--- config.mk ---
export PLATFORM = sky130hd
export DESIGN_NAME = de2_115_web_qsys_cpu_oci_dct_packer
export DESIGN_NICKNAME = d
export VERILOG_FILES = /design/src/rtl/oci_trace_pkg.sv /design/src/rtl/dct_out_reg.sv /design/src/rtl/de2_115_web_qsys_cpu_oci_dct_packer.sv
export SDC_FILE = /design/constraint.sdc
export NUM_CORES = 1
export LEC_CHECK = 0
export BUFFER_PORTS_ARGS = -buffer_cell sky130_fd_sc_hd__buf_2
export CAP_MARGIN = 20
export CORE_ASPECT_RATIO = 0.6
export CORE_UTILIZATION = 25
export CTS_CLUSTER_DIAMETER = 40
export CTS_CLUSTER_SIZE = 30
export DETAILED_ROUTE_END_ITERATION = 8
export GPL_ROUTABILITY_DRIVEN = 0
export SLEW_MARGIN = 30
export SYNTH_ARGS = -nofsm -noshare
export SYNTH_HDL_FRONTEND = slang
export SYNTH_HIERARCHICAL = 1
export SYNTH_SLANG_ARGS = --single-unit
--- constraint.sdc ---
create_clock -name clk -period 2.3 [get_ports clk]
set_input_delay 0.23 -clock clk [delete_from_list [all_inputs] [get_ports clk]]
set_output_delay 0.23 -clock clk [all_outputs]
set_load 0.01 [all_outputs]
--- src/rtl/oci_trace_pkg.sv ---
// Shared OCI trace definitions: DCT word geometry, count/word types and the
// 2-bit trace code values produced by the CPU trace compressor.
// No ports; imported by the DCT packer and its output register users.
package oci_trace_pkg;

  localparam int DCT_CODE_W = 2;
  localparam int DCT_SLOTS  = 15;
  localparam int DCT_WORD_W = DCT_CODE_W * DCT_SLOTS;
  localparam int DCT_CNT_W  = 4;

  typedef logic [DCT_WORD_W-1:0] dct_word_t;
  typedef logic [DCT_CNT_W-1:0]  dct_cnt_t;

  typedef enum logic [1:0] {
    NOP       = 2'b00,
    TAKEN     = 2'b01,
    NOT_TAKEN = 2'b10,
    ESCAPE    = 2'b11
  } trace_code_e;

endpackage

--- src/rtl/dct_out_reg.sv ---
// Single-entry valid/ready output register; a held word never changes while stalled.
// Ports: load/in_data capture a word (caller asserts load only when out_free),
//        out_valid/out_ready/out_data form the downstream handshake, out_free = slot usable.
module dct_out_reg #(
  parameter int DATA_W = 34
) (
  input  logic              clk,
  input  logic              reset_n,
  input  logic              load,
  input  logic [DATA_W-1:0] in_data,
  input  logic              out_ready,
  output logic              out_valid,
  output logic [DATA_W-1:0] out_data,
  output logic              out_free
);

  // The slot can take a new word if it is empty or its word leaves this cycle.
  assign out_free = ~out_valid | out_ready;

  always_ff @(posedge clk or negedge reset_n) begin
    if (!reset_n) begin
      out_valid <= 1'b0;
      out_data  <= '0;
    end else if (load) begin
      out_valid <= 1'b1;
      out_data  <= in_data;
    end else if (out_ready) begin
      out_valid <= 1'b0;
    end
  end

endmodule

--- src/rtl/de2_115_web_qsys_cpu_oci_dct_packer.sv ---
// Packs 2-bit trace codes into 30-bit DCT words (newest code in [1:0]) with a valid-code count.
// Ports: code_in/code_valid/code_ready in, flush closes a partial word, dct_buffer/dct_count/
//        dct_valid/dct_ready out, idle when empty, words_emitted counts handshaken words.
module de2_115_web_qsys_cpu_oci_dct_packer
  import oci_trace_pkg::*;
#(
  parameter int CODE_W = DCT_CODE_W,
  parameter int SLOTS  = DCT_SLOTS,
  parameter int WCNT_W = 16
) (
  input  logic                    clk,
  input  logic                    reset_n,
  input  logic [CODE_W-1:0]       code_in,
  input  logic                    code_valid,
  output logic                    code_ready,
  input  logic                    flush,
  output logic [CODE_W*SLOTS-1:0] dct_buffer,
  output dct_cnt_t                dct_count,
  output logic                    dct_valid,
  input  logic                    dct_ready,
  output logic                    idle,
  output logic [WCNT_W-1:0]       words_emitted
);

  localparam int WORD_W = CODE_W * SLOTS;

  logic [WORD_W-1:0]           acc;
  dct_cnt_t                    acc_cnt;
  logic                        flush_pending;
  logic                        out_free;
  logic                        full;
  logic                        accept;
  logic                        load;
  logic [DCT_CNT_W+WORD_W-1:0] out_data;

  assign full       = (acc_cnt == DCT_CNT_W'(SLOTS));
  // A full accumulator can still take a code when its word moves out this cycle.
  assign code_ready = ~full | out_free;
  assign accept     = code_valid & code_ready;
  assign load       = out_free & (full | (flush_pending & (acc_cnt != '0)));
  assign idle       = (acc_cnt == '0) & ~dct_valid & ~flush_pending;

  always_ff @(posedge clk or negedge reset_n) begin
    if (!reset_n) begin
      acc     <= '0;
      acc_cnt <= '0;
    end else if (load) begin
      // Restart the accumulator; a code accepted alongside the load opens the next word.
      acc     <= accept ? WORD_W'(code_in) : '0;
      acc_cnt <= accept ? DCT_CNT_W'(1) : '0;
    end else if (accept) begin
      acc     <= {acc[WORD_W-CODE_W-1:0], code_in};
      acc_cnt <= acc_cnt + DCT_CNT_W'(1);
    end
  end

  // A load always satisfies a flush, including one arriving on the same cycle.
  // A flush that finds nothing to emit retires once the accumulator is seen empty.
  always_ff @(posedge clk or negedge reset_n) begin
    if (!reset_n) begin
      flush_pending <= 1'b0;
    end else if (load) begin
      flush_pending <= 1'b0;
    end else if (flush) begin
      flush_pending <= 1'b1;
    end else if (flush_pending && acc_cnt == '0 && !accept) begin
      flush_pending <= 1'b0;
    end
  end

  dct_out_reg #(
    .DATA_W(DCT_CNT_W + WORD_W)
  ) u_out_reg (
    .clk       (clk),
    .reset_n   (reset_n),
    .load      (load),
    .in_data   ({acc_cnt, acc}),
    .out_ready (dct_ready),
    .out_valid (dct_valid),
    .out_data  (out_data),
    .out_free  (out_free)
  );

  assign dct_count  = out_data[DCT_CNT_W+WORD_W-1:WORD_W];
  assign dct_buffer = out_data[WORD_W-1:0];

  always_ff @(posedge clk or negedge reset_n) begin
    if (!reset_n) begin
      words_emitted <= '0;
    end else if (dct_valid && dct_ready) begin
      words_emitted <= words_emitted + WCNT_W'(1);
    end
  end

endmodule

After elaboration in Yosys (flattened, before gate mapping):

Index checks and enable logic that the tools add are counted.

* reductions and logical operators: 9
* bitwise logic cells: 11
* eq/ne operators: 1
* multiplexer cells: 11
* $add $sub $neg: 2

Operators with widths (count)
* 30-bit 2-to-1 mux: 2
* 16-bit by 1-bit adder with 16-bit output (second input constant): 1
* 4-bit 2-to-1 mux: 2
* 1-bit 2-to-1 mux: 6
* 1-bit bitwise AND: 5
* 4-bit by 1-bit adder with 4-bit output (second input constant): 1
* 4-bit equality test (second input constant): 1
* 4-bit logical NOT: 1
* 2-bit nonzero test: 2
* 4-bit nonzero test: 1
* 1-bit logical AND: 3
* 1-bit inverter: 3
* 1-bit bitwise OR: 3
* 3-bit nonzero test: 1
* 2-bit 2-to-1 mux: 1
* 1-bit logical NOT: 1

* output and inout port bits: 53
* flip-flop bits (word level): 86
* input port bits: 7
* word-level logic and storage cells: 40

Longest topological paths before layout:

* depth in word-level cells: 9
* mapped depth: 9
* gate-level depth less buffers: 6

Cells and area by module:

The synthesis kept the hierarchy.

Modules (own cells, without submodules)
* de2_115_web_qsys_cpu_oci_dct_packer: area an instance 2190.9 um^2, seq. area each 1276.2 um^2, times used 1, cells each 222
* dct_out_reg: area an instance 1451.4 um^2, seq. area each 875.8 um^2, times used 1, cells each 75

Worst setup path before layout:

OpenSTA, ideal clock, no wires.

* kind: register -> register
* from: register acc_cnt[0]
* to: register u_out_reg.out_data[10]
* arrival: 1.866 ns
* setup slack: 0.309 ns
* required time: 2.175 ns
* stages on the path, launching flop included: 9
* buffers on the path: 3
* setup time: 0.125 ns
* period minus slack after synthesis: 1.991 ns
* path through: dfrtp_1 > ha_1 > a21o_1 > a22oi_1 > nor2_2 > buf_6 > buf_6 > buf_12 > mux2_4

* word-level cells in the longest chain between the ends: 4
* elaborated cells on any way between the ends: 5
* those cells by class: eq/ne: 1; bitwise: 3; reduce/logical: 1

Ends and longest elaborated chain
* start, declared: RTL line de2_115_web_qsys_cpu_oci_dct_packer.sv:28 `dct_cnt_t acc_cnt;`
* start signal, assigned: RTL line de2_115_web_qsys_cpu_oci_dct_packer.sv:50 `acc_cnt <= accept ? DCT_CNT_W'(1) : '0;`
* start signal, assigned: RTL line de2_115_web_qsys_cpu_oci_dct_packer.sv:53 `acc_cnt <= acc_cnt + DCT_CNT_W'(1);`
* 4-bit nonzero test: RTL line de2_115_web_qsys_cpu_oci_dct_packer.sv:40 `assign load = out_free & (full | (flush_pending & (acc_cnt != '0)));`
* 1-bit bitwise AND: RTL line de2_115_web_qsys_cpu_oci_dct_packer.sv:40
* 1-bit bitwise OR *: RTL line de2_115_web_qsys_cpu_oci_dct_packer.sv:40
* 1-bit bitwise AND *: RTL line de2_115_web_qsys_cpu_oci_dct_packer.sv:40
* net load: RTL line de2_115_web_qsys_cpu_oci_dct_packer.sv:33 `logic load;`
* end signal, assigned: RTL line dct_out_reg.sv:26 `out_data <= in_data;`
* end, declared: RTL line dct_out_reg.sv:13 `output logic [DATA_W-1:0] out_data,`

The timed path passes the listed nets; every way through them passes the cells marked *.
A chain may end at the register's enable or synchronous reset.

Worst setup path in the final report:

* from: register acc_cnt[0]
* to: register u_out_reg.out_data[23]

* word-level cells in the longest chain between the ends: 4
* elaborated cells on any way between the ends: 5
* those cells by class: eq/ne: 1; bitwise: 3; reduce/logical: 1

Ends and longest elaborated chain (RTL line)
* 4-bit nonzero test: de2_115_web_qsys_cpu_oci_dct_packer.sv:40
* 1-bit bitwise AND: de2_115_web_qsys_cpu_oci_dct_packer.sv:40
* 1-bit bitwise OR *: de2_115_web_qsys_cpu_oci_dct_packer.sv:40
* 1-bit bitwise AND *: de2_115_web_qsys_cpu_oci_dct_packer.sv:40

Mark *: on every way between the ends. The rest lies on a longest branch, timed or not.

==> results.toml <==
[timing]
fmax_ghz = 0.491
hold_violations = 0
setup_tns_ns = 0
setup_viol = 0
timing.slew.headroom_pct = 58.2
worst_pin_slew_ns = 0.627
skew_ns = 0.00766
period_minus_slack_ns = 2.04
min_period_over_period_pct = 88.6
rsz0062_at_grt = "no"
drv_slew = 0

[die]
start_util_pct = 26.2
dieArea_um2 = 15100
coreArea_um2 = 13900
die_w_um = 158
io_pins = 60
die_y_um = 95.5
rows = 33

[layout]
layout_common_cells = "dfrtp_1, nand2_1, buf_2, a21oi_1, mux2_4"
n_antenna_cell = 0
fin_util_pct = 31.7
fin_area_um2 = 4410
multiInputGateArea_um2 = 1330
regArea_um2 = 2150
layoutNonFillerInstCount = 556
areaGrowthSynthToFinish_pct = 21.1
layout_commonest_cell = "dfrtp_1"
drive_gt1_share_pct = 32.1
final_nets = 369
num-fill-cells = 1434

[grt]
overflow = 0
grt_max_degree = 49
grt_usage_pct = 11.0
grt_pass1_wl_mm = 12.7
antenna_found_initial = 0
grt_pass1_vias = 2374

[yosys]
syn-num-nets = 307
synthMuxAreaShare_pct = 13.8
synth_xor_area_share_pct = 4.33
syn_inst = 297
avgSynthCellArea_um2 = 12.3
synth_simple_gate_area_share_pct = 12.4
synth.distinct_cells = 27
synth_area_um2 = 3640
synthAdderAreaFrac_pct = 1.03
yosysWarnings = 6
synth-compound-area-share_pct = 4.95
synth_top_family_by_area = "multiplexers"
ys_ff_latch = 86
synth_seq_area_share_pct = 59.1

[placement]
place_inst = 539
post-dp-hpwl_mm = 5.07
place_area_um2 = 4090
port_buffers = 59

[worst_hold_path]
min_path_type = "input pin to flop"

[power]
ir_worst_vdd_mv = 0.490
power_density_nw_per_um2 = 1100
leakagePower_nw = 2.21
p_total_mw = 4.83

[setup_path]
ff2ff_setup_slack_ns = 0.26
path_max_fanout = 36
crit_type = "flop to flop"
start_kind = "flop"
end_kind = "flop"
crit_arrival_ns = 2.25
worst_ep_required_time_ns = 2.52

[cts]
cts_buffers = 9
clk_path_buf_depth = 2
clk_latency_ns = 0.34
clk_pin_slew_worst_paths_ns = 0.07
cts_tree = "built"
clkSinkCount = 86
cts_root_buffer = "clkbuf_16"
cts_max_level = 3
postCtsResizedCells = 0

[run]
drv_cap = 0

[detailed_routing]
dr.first_iter.drc_count = 116
routedWlPerCell_um = 13.6
avgViaCountPerCell = 4.19
vias = 2330
ant_nets = 0
drcViolationCount = 0
routed_wl_mm = 7.57
dr.pass1.iters = 4

[outcome]
outcome = "finished, final reports clean"
==> what timing repair did <==
item,in CTS,in global routing
buffers inserted,0,0
hold buffers,1,0
hold endpoints to repair,47,0
==> final cells by class <==
| cell class | instances | area share, % |
|---|---|---|
| Multi-Input combinational cell | 193 | 30.2 |
| Tap cell | 192 | 5.45 |
| Clock buffer | 9 | 5.11 |
| Clock inverter | 7 | 1.93 |
| Inverter | 4 | 0.341 |
| Sequential cell | 86 | 48.8 |
| Timing Repair Buffer | 65 | 8.12 |
==> cell usage after synthesis, drive strengths merged <==
cell    count  share of area (%)
nand4       4               0.69
xor2       10                2.4
a22oi       1               0.21
a21o        1               0.21
dfrtp      86                 59
inv         4               0.41
nand2b      3               0.52
a21oi      30                4.1
o21ai       3               0.41
nor2       10                1.1
xnor2       8                1.9
buf        13                3.9
and3        2               0.34
mux2       35                 14
nand2      68                7.0
nand3       8                1.1
or3         1               0.17
nor3        2               0.27
clkbuf      1               0.14
nor4        2               0.34
nand4b      1               0.65
ha          3                1.0
and2        1               0.17
==> cell families (layout without fill, tap and decap cells) <==
group                      after synthesis  after routing
xor gates and xnor gates                18             18
AOI/OAI and AO/OA                       35             35
buffers and inverters                   18             85
DFF                                     86             86
and+or+nand+nor                        102            102
adders and majority gates                3              3
muxes                                   35             35
==> power breakdown <==
group	internal, mW	switching [mW]
clock	0.865	0.642
sequential	1.78	0.239
combinational	0.595	0.714
total	3.24	1.60
==> critical path, stage by stage (launching register included) <==
cell	delay [ns]
dfrtp_1	0.42
ha_1	0.28
a21o_1	0.20
a22oi_1	0.32
nor2_4	0.05
buf_4	0.29
mux2_4	0.35
==> registers in the layout, indices dropped and copies added (netlist names) <==
register             count
acc_cnt                  4
u_out_reg/out_data      34
acc                     30
u_out_reg/out_valid      1
flush_pending            1
words_emitted           16
==> worst paths after layout <==
| path | depth (start not counted) | to | start |
|---|---|---|---|
| min in group asynchronous | 2 | u_out_reg/out_data[6] | reset_n |
| max | 6 | u_out_reg/out_data[23] | acc_cnt[0] |
| max in group asynchronous | 3 | flush_pending | reset_n |
| min reg2reg | 1 | words_emitted[15] | words_emitted[15] |
| min | 3 | acc[1] | code_in[1] |
| max reg2reg | 6 | u_out_reg/out_data[23] | acc_cnt[0] |
==> metrics by stage <==
step                      hold slack (ns)  setup WS [ns]
after floorplan                   -0.0656          0.309
after global placement              0.279          0.353
after detailed placement            0.296          0.268
after CTS                          0.0872          0.258
after global routing                0.108          0.141
final                               0.100          0.262
==> metal layers <==
layer,share of wire [%],track usage (%),vias to the layer above
li1,-,-,1116
met1,50,15.4,1150
met2,41,15.3,55
met3,7.7,4.55,9
met4,0.74,3.24,0
met5,0,0,-
No activity file was read; power rests on OpenSTA's default activity.
